`src/rtl/mole_pkg.sv`:
```
// Shared types and constants for the whack-a-mole mole scheduler.
package mole_pkg;

  typedef enum logic [1:0] {
    IDLE    = 2'd0,
    GAP     = 2'd1,
    SHOW    = 2'd2,
    RESOLVE = 2'd3
  } state_e;

  localparam logic [1:0] LVL_EASY = 2'd0;
  localparam logic [1:0] LVL_MED  = 2'd1;
  localparam logic [1:0] LVL_HARD = 2'd2;

  // Polynomial x^16+x^14+x^13+x^11 in right-shift form: feedback from bits 0,2,3,5.
  localparam logic [15:0] LFSR_TAPS = 16'h002D;

endpackage

```
`src/rtl/mole_lfsr.sv`:
```
// 16-bit Fibonacci LFSR; shifts right each enabled cycle, reset loads SEED.
module mole_lfsr
  import mole_pkg::*;
#(
  parameter logic [15:0] SEED = 16'hACE1
) (
  input  logic        clk,
  input  logic        rst_n,
  input  logic        en_i,
  output logic [15:0] lfsr_o
);

  logic [15:0] lfsr_q;

  always_ff @(posedge clk or negedge rst_n) begin
    if (!rst_n) begin
      lfsr_q <= SEED;
    end else if (en_i) begin
      lfsr_q <= {^(lfsr_q & LFSR_TAPS), lfsr_q[15:1]};
    end
  end

  assign lfsr_o = lfsr_q;

endmodule

```
`src/rtl/mole_scheduler.sv`:
```
// Mole scheduler: picks a non-repeating mole, times its window, resolves hammers.
// Optional MOLE_SPEEDUP_EN shortens the window by the current streak.
module mole_scheduler
  import mole_pkg::*;
#(
  parameter int          NUM_MOLES      = 5,
  parameter int          EASY_TICKS     = 300_000_000,
  parameter int          MED_TICKS      = 200_000_000,
  parameter int          HARD_TICKS     = 100_000_000,
  parameter int          GAP_TICKS      = 25_000_000,
  parameter int          SPEEDUP_TICKS  = 10_000_000,
  parameter int          MIN_SHOW_TICKS = 50_000_000,
  parameter logic [15:0] LFSR_SEED      = 16'hACE1
) (
  input  logic                 clk,
  input  logic                 rst_n,
  input  logic                 enable,
  input  logic [1:0]           level,
  input  logic [NUM_MOLES-1:0] hit_vec,
  output logic [NUM_MOLES-1:0] mole_led,
  output logic                 hit_pulse,
  output logic                 miss_pulse,
  output logic                 timeout_pulse,
  output logic [3:0]           streak,
  output logic                 busy
);

  localparam int MAX_TICKS = (EASY_TICKS > GAP_TICKS) ? EASY_TICKS : GAP_TICKS;
  localparam int CNT_W     = $clog2(MAX_TICKS);
  localparam int WIN_W     = CNT_W + 5;
  localparam int IDX_W     = $clog2(NUM_MOLES + 1);
  localparam logic [CNT_W-1:0] GAP_M1 = CNT_W'(GAP_TICKS - 1);
`ifdef MOLE_SPEEDUP_EN
  localparam bit SPEEDUP_ON = 1'b1;
`else
  localparam bit SPEEDUP_ON = 1'b0;
`endif

  state_e                 state_q;
  logic [CNT_W-1:0]       cnt_q;
  logic [CNT_W-1:0]       win_m1_q;
  logic [IDX_W-1:0]       prev_q;
  logic [NUM_MOLES-1:0]   mole_led_q;
  logic                   hit_q, miss_q, timeout_q, busy_q;
  logic [3:0]             streak_q;
  logic [15:0]            lfsr_w;
  logic [7:0]             mod_w;
  logic [IDX_W-1:0]       idx_raw, idx_pick;
  logic                   unused_lfsr_hi;

  // Window minus one, so the stored value always fits the counter width.
  function automatic logic [CNT_W-1:0] win_m1(input logic [1:0] lvl, input logic [3:0] stk);
    logic [WIN_W-1:0] base, cut, win;
    case (lvl)
      LVL_EASY: base = WIN_W'(EASY_TICKS);
      LVL_MED:  base = WIN_W'(MED_TICKS);
      default:  base = WIN_W'(HARD_TICKS);
    endcase
    cut = WIN_W'(stk) * WIN_W'(SPEEDUP_TICKS);
    win = base;
    if (SPEEDUP_ON)
      win = (base > cut + WIN_W'(MIN_SHOW_TICKS)) ? base - cut : WIN_W'(MIN_SHOW_TICKS);
    return CNT_W'(win - WIN_W'(1));
  endfunction

  function automatic logic [3:0] sat_inc(input logic [3:0] v);
    return (v == 4'hF) ? v : v + 4'd1;
  endfunction

  mole_lfsr #(.SEED(LFSR_SEED)) u_lfsr (
    .clk    (clk),
    .rst_n  (rst_n),
    .en_i   (enable),
    .lfsr_o (lfsr_w)
  );

  assign unused_lfsr_hi = ^lfsr_w[15:8];

  always_comb begin
    mod_w    = lfsr_w[7:0] % 8'(NUM_MOLES);
    idx_raw  = IDX_W'(mod_w);
    idx_pick = idx_raw;
    if (idx_raw == prev_q)
      idx_pick = (idx_raw == IDX_W'(NUM_MOLES - 1)) ? '0 : idx_raw + IDX_W'(1);
  end

  always_ff @(posedge clk or negedge rst_n) begin
    if (!rst_n) begin
      state_q    <= IDLE;
      cnt_q      <= '0;
      win_m1_q   <= '0;
      prev_q     <= IDX_W'(NUM_MOLES);
      mole_led_q <= '0;
      hit_q      <= 1'b0;
      miss_q     <= 1'b0;
      timeout_q  <= 1'b0;
      streak_q   <= 4'd0;
      busy_q     <= 1'b0;
    end else begin
      hit_q     <= 1'b0;
      miss_q    <= 1'b0;
      timeout_q <= 1'b0;
      busy_q    <= enable;
      if (!enable) begin
        state_q    <= IDLE;
        cnt_q      <= '0;
        mole_led_q <= '0;
      end else begin
        case (state_q)
          IDLE: begin
            streak_q <= 4'd0;
            cnt_q    <= '0;
            state_q  <= GAP;
          end
          GAP: begin
            if (cnt_q == GAP_M1) begin
              cnt_q      <= '0;
              state_q    <= SHOW;
              prev_q     <= idx_pick;
              mole_led_q <= NUM_MOLES'(1) << idx_pick;
              win_m1_q   <= win_m1(level, streak_q);
            end else begin
              cnt_q <= cnt_q + CNT_W'(1);
            end
          end
          SHOW: begin
            // A hammer in the last window cycle beats the expiry.
            if (hit_vec != '0) begin
              state_q    <= RESOLVE;
              cnt_q      <= '0;
              mole_led_q <= '0;
              if ((hit_vec & mole_led_q) != '0) hit_q  <= 1'b1;
              else                              miss_q <= 1'b1;
            end else if (cnt_q == win_m1_q) begin
              state_q    <= RESOLVE;
              cnt_q      <= '0;
              mole_led_q <= '0;
              timeout_q  <= 1'b1;
            end else begin
              cnt_q <= cnt_q + CNT_W'(1);
            end
          end
          RESOLVE: begin
            streak_q <= hit_q ? sat_inc(streak_q) : 4'd0;
            state_q  <= GAP;
          end
        endcase
      end
    end
  end

  assign mole_led      = mole_led_q;
  assign hit_pulse     = hit_q;
  assign miss_pulse    = miss_q;
  assign timeout_pulse = timeout_q;
  assign streak        = streak_q;
  assign busy          = busy_q;

endmodule

```
`config.mk`:
```
export PLATFORM = sky130hd
export DESIGN_NAME = mole_scheduler
export DESIGN_NICKNAME = d
export VERILOG_FILES = /design/src/rtl/mole_pkg.sv /design/src/rtl/mole_lfsr.sv /design/src/rtl/mole_scheduler.sv
export SDC_FILE = /design/constraint.sdc
export NUM_CORES = 1
export LEC_CHECK = 0
export CAP_MARGIN = 20
export CORE_MARGIN = 2
export CORE_UTILIZATION = 40
export DETAILED_ROUTE_END_ITERATION = 16
export MAX_ROUTING_LAYER = met4
export SLEW_MARGIN = 20
export SYNTH_ARGS = -nofsm -noshare
export SYNTH_HDL_FRONTEND = slang
export SYNTH_SLANG_ARGS = --single-unit
```
`constraint.sdc`:
```
create_clock -name clk -period 5.3 [get_ports clk]
set_input_delay 1.06 -clock clk [delete_from_list [all_inputs] [get_ports clk]]
set_output_delay 1.06 -clock clk [all_outputs]
set_load 0.03 [all_outputs]
```
## Word level (Yosys, flattened, before mapping)

Index checks and enable logic that the tools add are counted.

| word-level totals | value |
|---|---|
| flip-flop bits (word level) | 92 |
| bits of input ports | 10 |

| operators by class | value |
|---|---|
| $add $sub $neg | 4 |
| bitwise gates (word level) | 1 |
| equal/unequal tests | 14 |
| shifts and indexed selects | 1 |
| div/mod/pow operators | 1 |
| reductions and logical operators | 11 |
| muxes and demuxes | 36 |

Operators by type and width:

| kind | count |
|---|---|
| 2-to-1 mux 29 bit | 7 |
| one-hot mux 29 bit (3 select lines) | 1 |
| one-hot mux 29 bit (2 select lines) | 1 |
| adder 29 x 1 -> 29 bit, second input constant | 1 |
| == test 29 x 25 -> 1 bit, second input constant | 1 |
| == test 29 bit | 1 |
| subtractor 29 x 1 -> 29 bit, second input constant | 1 |
| 2-to-1 mux 5 bit | 4 |
| XOR reduction 16 bit | 1 |
| 2-to-1 mux 1 bit | 12 |
| one-hot mux 5 bit (2 select lines) | 1 |
| nonzero test 5 bit | 2 |
| AND reduction 3 bit | 3 |
| modulo 8 x 3 -> 8 bit, second input constant | 1 |
| 2-to-1 mux 2 bit | 4 |
| 2-to-1 mux 4 bit | 2 |
| one-hot mux 4 bit (2 select lines) | 1 |
| 2-to-1 mux 3 bit | 2 |
| != test 3 bit, second input constant | 2 |
| one-hot mux 2 bit (3 select lines) | 1 |
| bitwise AND 5 bit | 1 |
| << shifter 1 x 3 -> 5 bit, first input constant | 1 |
| adder 4 x 1 -> 4 bit, second input constant | 1 |
| == test 2 x 1 -> 1 bit, second input constant | 2 |
| 12 further kinds | 14 |

## Logic depth before layout (Yosys ltp)

Gate-level depths: netlist of the first run.

| depth | value |
|---|---|
| word-level depth | 8 |
| gate-level depth with buffers | 22 |
| mapped depth without buffers | 20 |

## Modules after synthesis

A second synthesis of the first run with hierarchy kept.

| unflattened totals | value |
|---|---|
| cells, all modules | 475 |
| area, all modules | 4,496.8 sq um |

By module, submodules not included:

| module | cells an instance | seq. area each (sq um) | times used | area each (sq um) |
|---|---|---|---|---|
| mole_scheduler | 437 | 1,378.8 | 1 | 3,821.2 |
| mole_lfsr | 38 | 410.4 | 1 | 675.6 |

## Least setup slack after synthesis of the first run

OpenSTA, ideal clock, no wires.

| path | value |
|---|---|
| path type | flip-flop to flip-flop |
| start point | reg u_lfsr.lfsr_q[7], in the netlist u_lfsr.lfsr_o[7] |
| end point | reg prev_q[0] |
| buffers on the path | 3 |
| slack | 0.409 ns |
| period minus slack after synthesis | 4.891 ns |
| stages on the path, launching flop included | 22 |
| arrival | 4.809 ns |
| required time | 5.218 ns |
| cell sequence | dfstp_2 > buf_2 > buf_2 > o21ai_0 > a31oi_1 > nor3_2 > ha_1 > or4b_1 > nand2_1 > nand2_1 > xnor2_1 > ha_1 > inv_1 > o32a_1 > mux2_4 > and2_4 > a311oi_2 > and2_1 > mux2i_1 > or3_1 > buf_2 > mux2_2 |

| on the way | value |
|---|---|
| word-level cells in the longest chain between the ends | 4 |

RTL lines:

| item | RTL line | RTL |
|---|---|---|
| start, declared | mole_lfsr.sv:13 | `logic [15:0] lfsr_q;` |
| start signal, assigned | mole_lfsr.sv:19 | `lfsr_q <= {^(lfsr_q & LFSR_TAPS), lfsr_q[15:1]};` |
| modulo 8 x 3 -> 8 bit (*) | mole_scheduler.sv:80 | `mod_w = lfsr_w[7:0] % 8'(NUM_MOLES);` |
| adder 3 x 1 -> 3 bit / == test 3 bit (equally long branches) | mole_scheduler.sv:84 | `idx_pick = (idx_raw == IDX_W'(NUM_MOLES - 1)) ? '0 : idx_raw + IDX_W'(1);` |
| 2-to-1 mux 3 bit | mole_scheduler.sv:84 |  |
| 2-to-1 mux 3 bit (*) | mole_scheduler.sv:83 | `if (idx_raw == prev_q)` |
| end signal, assigned | mole_scheduler.sv:92 | `prev_q <= IDX_W'(NUM_MOLES);` |
| end signal, assigned | mole_scheduler.sv:119 | `prev_q <= idx_pick;` |
| end, declared | mole_scheduler.sv:42 | `logic [IDX_W-1:0] prev_q;` |

Mark *: on every way between the ends. The rest lies on a longest branch, timed or not.
A chain may end at the register's enable or synchronous reset.

## Final worst setup path of the first run

| path | value |
|---|---|
| start point | reg u_lfsr.lfsr_q[7], in the netlist u_lfsr.lfsr_o[7] |
| end point | reg mole_led_q[3], in the netlist mole_led[3] |

| on the way | value |
|---|---|
| word-level cells in the longest chain between the ends | 8 |

RTL lines:

| item | RTL line | RTL |
|---|---|---|
| modulo 8 x 3 -> 8 bit (*) | mole_scheduler.sv:80 |  |
| adder 3 x 1 -> 3 bit / == test 3 bit (equally long branches) | mole_scheduler.sv:84 |  |
| 2-to-1 mux 3 bit | mole_scheduler.sv:84 |  |
| 2-to-1 mux 3 bit (*) | mole_scheduler.sv:83 |  |
| << shifter 1 x 3 -> 5 bit (*) | mole_scheduler.sv:120 | `mole_led_q <= NUM_MOLES'(1) << idx_pick;` |
| 2-to-1 mux 5 bit (*) | mole_scheduler.sv:116 | `if (cnt_q == GAP_M1) begin` |
| one-hot mux 5 bit (2 select lines) (*) | mole_scheduler.sv:109 | `case (state_q)` |
| 2-to-1 mux 5 bit (*) | mole_scheduler.sv:104 | `if (!enable) begin` |
| end signal, assigned | mole_scheduler.sv:120 |  |
| end, declared | mole_scheduler.sv:43 | `logic [NUM_MOLES-1:0] mole_led_q;` |

Mark *: on every way between the ends. The rest lies on a longest branch, timed or not. The select of a mux whose other input is x is not followed.

==> impl_metrics.toml, run 1 <==
[placement]
dp.final_hpwl_um = 8140
routabilityCongestion = 0.896
placed_area_um2 = 5020
portBuffers = 22

[worst_setup_path]
cpPeakStageDelay_ns = 0.75
crit_path_max_fanout = 21
worst-setup-path-type = "register to register"
worst_path_max_delay_cell = "dfstp_2"
cp.required_ns = 5.52
cp_cell_sequence = "o21a_1, o21ai_1, a31oi_1, nor3_2, ha_1, or4b_1, nand2_1, nand2_1, xnor2_2, ha_2, inv_1, o32a_1, mux2_4, and2_4, a311oi_2, and2_1, mux2i_1, or3_1, a32o_1"
cp-start-kind = "register"
path_common_cell = "nand2_1"
worst_setup_path_end_kind = "register"
worstPathArrival_ns = 5.21
cpLargestDelayFamily = "simple AND/OR/NAND/NOR gates"
critPathBufInv = 1

[min_path]
hp-class = "register to register"

[final_layout]
nets = 574
final_design_area_no_fill_um2 = 5400
seqCellArea_um2 = 1790
area_delta_synth_final_pct = 16.1
n_antenna_cell = 0
drive_gt1_share_pct = 13.4
n_fill_cell = 1095
multiInputGateArea_um2 = 2710

[floorplanning]
die_h_um = 112
die_x_um = 112
io-pin-count = 23
dieArea_um2 = 12500
core_area_um2 = 11400
rows = 39
start_util_pct = 40.9

[global_routing]
antenna_found_initial = 0
overflow = 0
grtUsageTotal_pct = 19.5
grt_max_degree = 45
grt_pass1_vias = 3987
grt_pass1_wl_um = 19700

[pwr]
power_leakage_nw = 2.25
power_density_nw_per_um2 = 581
vdd_drop_max_v = 0.000482

[clocking]
cts_max_path_buffers = 2
numCtsBuffers = 9
cts_tree = "built"
clock_sinks = 71
clkLatencyLatePin_ns = 0.33
holdBufCountCts = 0
cts_root_buf = "clkbuf_16"
htree_levels = 3
path_clk_slew_ns = 0.06

[drt]
vias = 4221
ant_nets = 0
wire_per_inst_um = 16.6
drt_wl_total_um = 11600
drtIter0Drc = 392
drtPass1Iterations = 4
drc = 0
vias_per_cell = 6.02

[timing]
hold_violations = 0
worst_clock_skew_ns = 0.00457
slew_viol_final = 0
fin_tns_setup_ns = 0
worst_slew_pin_slew_ns = 0.651
fin_crit_sh_pct = 94.1
max_slew_margin_pct = 56.5
min_period_ns = 4.99
max_freq_mhz = 201
final-setup-viol-count = 0
rsz0062_at_grt = "no"

[synthesis]
synth-edff-count = 0
synth_ff_type = "dfrtp_1"
ys_ff_latch = 71
post-synth-top-area-cell = "dfrtp_1"
synth_nets = 555
syn_area_um2 = 4650
yosys-top-cells-area = "dfrtp_1 33%, o21ai_0 7.0%, dfstp_2 5.6%"
synth_cells = 534
async_flop_share_pct = 100
ys_seq_area_share_pct = 38.5
syn_area_per_cell_um2 = 8.71
yosys_warnings = 0
yosysMostFrequentCell = "o21ai_0"
synth_cell_types = 80
synth_common_cells = "65 x o21ai_0, 61 x dfrtp_1, 50 x nand2_1"
synth.top_cell.area_share_pct = 32.8

[run]
maxCapViolCount = 0

[outcome]
status = "complete, no violations"
per-stage QoR:
stage / setup WS [ns] / hold WS (ns) / utilization, % / power, mW / instances
floorplan: 0.409 / 0.456 / - / 2.04 / 534
global placement: 0.322 / 0.483 / 44.2 / 2.37 / 683
detailed placement: 0.193 / 0.489 / 44.2 / 2.40 / 683
CTS: 0.157 / 0.502 / 47.0 / 3.07 / 699
global route: 0.0332 / 0.529 / 47.5 / 3.38 / 701
finish: 0.314 / 0.502 / 47.5 / 3.14 / 701
cell usage in the layout, fill, tap and decap left out, drive strengths merged, types with 15 or more instances in the layout:
cell type and instances:
mux2 15, o21ai 69, and2 16, buf 17
nand3 24, nand2 50, inv 16, nor2 35
dfrtp 61, a21oi 19, clkdlybuf4s50 21
worst register-to-register path: cells and delay by family (launching register included):
kind | cells | cell delay (ns)
AO/OA/AOI/OAI | 6 | 1.22
XOR/XNOR | 1 | 0.18
adder cells (fa/ha/maj) | 2 | 0.46
buffers and inverters | 1 | 0.09
flip-flops | 1 | 0.75
multiplexers | 2 | 0.41
AND/OR/NAND/NOR | 7 | 1.77
kinds of logic after synthesis:
group                    share of synthesized area (%)
buffers and inverters                             4.39
XOR/XNOR                                          2.80
flip-flops                                        38.5
multiplexers                                      4.14
AND/OR/NAND/NOR                                   24.9
AO/OA/AOI/OAI                                     22.4
adder cells (fa/ha/maj)                           2.96
final timing paths:
kind	from	to	slack, ns	cells past startpoint
worst max-delay path	u_lfsr.lfsr_o[7]	mole_led[3]	0.31	19
worst min-delay path	u_lfsr.lfsr_o[9]	u_lfsr.lfsr_o[9]	0.50	1
worst max register to register	u_lfsr.lfsr_o[7]	mole_led[3]	0.31	19
worst min register to register	u_lfsr.lfsr_o[9]	u_lfsr.lfsr_o[9]	0.50	1
max in group asynchronous	rst_n	win_m1_q[27]	3.56	2
min in group asynchronous	rst_n	streak[0]	0.74	1
state kept, by name, summed over array words and instances, names as in the netlist:
signal	count
cnt_q	29
hit_pulse	1
timeout_pulse	1
state_q	2
streak	4
win_m1_q	8
u_lfsr.lfsr_o	16
busy	1
prev_q	3
miss_pulse	1
mole_led	5
cell type report:
class / count / area share (%)
clock inverter: 7 / 1.81
sequential: 71 / 33.1
inverter: 18 / 1.25
clock buffer: 9 / 4.17
timing repair buffer: 38 / 6.21
multi-input combinational: 415 / 50.1
tap: 143 / 3.31
repair_timing:
| item | CTS | global route |
|---|---|---|
| setup endpoints to repair | 0 | 7 |
| endpoints found under the hold margin | 0 | 0 |
| buffers inserted | 0 | 2 |
| resized for setup | 0 | 7 |
where the power goes:
part | total, mW | internal [mW] | switching (mW)
registers | 0.729 | 0.621 | 0.108
clock network | 0.648 | 0.412 | 0.235
logic | 1.76 | 0.754 | 1.01
per-layer routing:
| metal | up-vias | global-route usage [%] | routed length (um) |
|---|---|---|---|
| met4 | 0 | 6.34 | 189 |
| li1 | 2035 | - | - |
| met3 | 18 | 3.21 | 438 |
| met2 | 111 | 31.9 | 5780 |
| met1 | 2057 | 24.7 | 5200 |
| met5 | - | - | 0 |
(Power assumes the default switching activity.)
==> inputs of run 2 (changes only) <==
--- a/config.mk
+++ b/config.mk
@@ -8,6 +8,7 @@
 export CAP_MARGIN = 20
 export CORE_MARGIN = 2
 export CORE_UTILIZATION = 40
+export CTS_CLUSTER_DIAMETER = 200
 export DETAILED_ROUTE_END_ITERATION = 16
 export MAX_ROUTING_LAYER = met4
 export SLEW_MARGIN = 20
==> results of run 2 <==
Final layout, timing and power as in run 1 (identical DEF).
==> inputs of run 3 (changes only) <==
--- a/config.mk
+++ b/config.mk
@@ -6,6 +6,7 @@
 export NUM_CORES = 1
 export LEC_CHECK = 0
 export CAP_MARGIN = 20
+export CORE_ASPECT_RATIO = 0.8
 export CORE_MARGIN = 2
 export CORE_UTILIZATION = 40
 export CTS_CLUSTER_DIAMETER = 200
==> run 3 against run 2 <==
  * Power is 2.5% higher
  * Non-clock buffer count down 1
  * Die area hardly changed
  * Register-to-register slack worse by 0.05 ns
  * First-iteration DRC count up 10%
  * Core utilization up 0.079 points
  * Global-route usage down 0.057 points
  * Setup slack lost 0.046 ns
  * Clock power increased by 7.7%
  * Maximum frequency decreased by 0.91%
  * Critical path type unchanged
  * Highest routed layer unchanged
==> impl_metrics.toml, run 3 (synthesis gave the netlist of run 1 again) <==
[timing]
worst_clock_skew_ns = 0.00958
final-setup-viol-count = 0
worst_slew_pin_slew_ns = 0.794
fin_tns_setup_ns = 0
min_period_ns = 5.03
max_slew_margin_pct = 47.0
max_freq_mhz = 199
slew_viol_final = 0
setup_ws_ns = 0.268
hold_violations = 0
fin_crit_sh_pct = 94.9

[clocking]
cts_max_path_buffers = 2
cts_tree = "built"
holdBufCountCts = 0
numCtsBuffers = 9
htree_levels = 3
clkLatencyLatePin_ns = 0.33
cts_root_buf = "clkbuf_16"
path_clk_slew_ns = 0.06
clock_sinks = 71

[floorplanning]
start_util_pct = 40.7
die_h_um = 100
dieArea_um2 = 12500
rows = 35
core_area_um2 = 11400
io-pin-count = 23
die_x_um = 125

[drt]
drtPass1Iterations = 8
drt_wl_total_um = 11400
drtIter0Drc = 432
vias_per_cell = 5.98
wire_per_inst_um = 16.2
ant_nets = 0
drc = 0
vias = 4215

[pwr]
power_density_nw_per_um2 = 592
share_seq_of_total_power_pct = 21.6
p_sw_share_pct = 42.3
power.switching_mw = 1.36
p_comb_share_pct = 56.7
p_clk_share_pct = 21.7
power_leakage_nw = 2.26
intPower_mw = 1.86
vdd_drop_max_v = 0.000366

[final_layout]
finalNonFillerCells = 705
largest_register = "cnt_q"
n_fill_cell = 1025
mostFrequentLayoutCells = "64 x o21ai_0, 61 x dfrtp_1, 49 x nand2_1, 35 x nor2_1, 24 x nand3_1"
drive_gt1_share_pct = 14.0
area_delta_synth_final_pct = 16.9
largest_register_ffs = 29
utilization_pct = 47.6
n_antenna_cell = 0
final_common_cell = "o21ai_0"
nets = 573

[worst_setup_path]
cpLargestDelayFamily = "simple AND/OR/NAND/NOR gates"
r2r-end = "mole_led[1]"
worst_path_max_delay_cell = "or4b_1"
worst_setup_path_end_kind = "register"
r2r_slack_ns = 0.27
cp.required_ns = 5.51
cpPeakStageDelay_ns = 0.59
crit_path_max_fanout = 13
cp-start-kind = "register"
cp-endpoint = "mole_led[1]"
r2r_cells = 20
r2r_start = "u_lfsr.lfsr_o[2]"
worst-setup-path-type = "register to register"
crit_start = "u_lfsr.lfsr_o[2]"
worstPathArrival_ns = 5.24
critPathBufInv = 2
cp_cell_sequence = "buf_4, nor4bb_2, a221oi_2, a21oi_2, nor3_2, ha_1, or4b_1, nand2_1, nand2_2, xnor2_2, ha_2, inv_1, o32a_1, mux2_4, and2_4, a311oi_2, and2_1, mux2i_1, or3_4, a32o_1"
cp.depth = 20

[global_routing]
antenna_found_initial = 0
grt_pass1_wl_um = 19700
grtUsageTotal_pct = 19.4
grt_max_degree = 42
overflow = 0
grt_pass1_vias = 3947

[placement]
dp.cells = 688
routabilityCongestion = 0.895
dp_slack_ns = 0.00245
dp.final_hpwl_um = 7980
portBuffers = 22

[run]
maxCapViolCount = 0

[min_path]
hp-class = "register to register"

[outcome]
status = "complete, no violations"
[run 3: cell count changes in the layout (fill, tap and decap cells not counted), sizes merged]
cell / change
buf: -1
clkinv: -3
clkbuf: +2
bufinv: +1
[run 3: metal layers]
layer  up-vias  share of wire, %  GRT usage [%]
met2       120                45           28.8
met3        11               4.6           3.14
met5         -                 0              -
met4         0              0.90           4.41
met1      2050                50           28.0
li1       2034                 -              -
[run 3: repair_timing]
action	in CTS	in global routing
gates resized for setup	1	11
buffers inserted	0	1
endpoints found under the setup margin	5	8
pin swaps	0	1
[run 3: power groups by stage]
| stage | combinational, mW | sequential, mW | clock (mW) |
|---|---|---|---|
| 5_1_grt | 2.03 | 0.707 | 0.736 |
| 3_5_place_dp | 1.69 | 0.700 | 0 |
| 2_1_floorplan | 1.39 | 0.653 | 0 |
| 4_1_cts | 1.71 | 0.691 | 0.711 |
| 3_3_place_gp | 1.67 | 0.695 | 0 |
| 6_report | 1.82 | 0.695 | 0.698 |
[run 3: how the worst min path moves through the flow]
stage	startpoint	end	cells past startpoint
2_1_floorplan	win_m1_q[15]	win_m1_q[15]	1
3_3_place_gp	win_m1_q[15]	win_m1_q[15]	1
3_5_place_dp	win_m1_q[15]	win_m1_q[15]	1
4_1_cts	win_m1_q[15]	win_m1_q[15]	1
5_1_grt	cnt_q[23]	cnt_q[23]	1
6_report	win_m1_q[15]	win_m1_q[15]	1
[run 3: metrics by stage]
step	instance area (um2)	total power, mW	hold slack [ns]
after floorplan	4650	2.04	0.456
after global placement	5030	2.36	0.482
after detailed placement	5030	2.39	0.484
after CTS	5380	3.11	0.500
after global routing	5440	3.47	0.514
final	5440	3.22	0.490
[run 3: cell type report]
class,count,area [um2],share of cell area [%]
Timing Repair Buffer,37,328,6.03
Tap cell,148,185,3.41
Clock inverter,5,105,1.93
Clock buffer,11,243,4.46
Multi-Input combinational cell,415,2720,50.0
Sequential cell,71,1790,32.9
Inverter,18,67.6,1.24
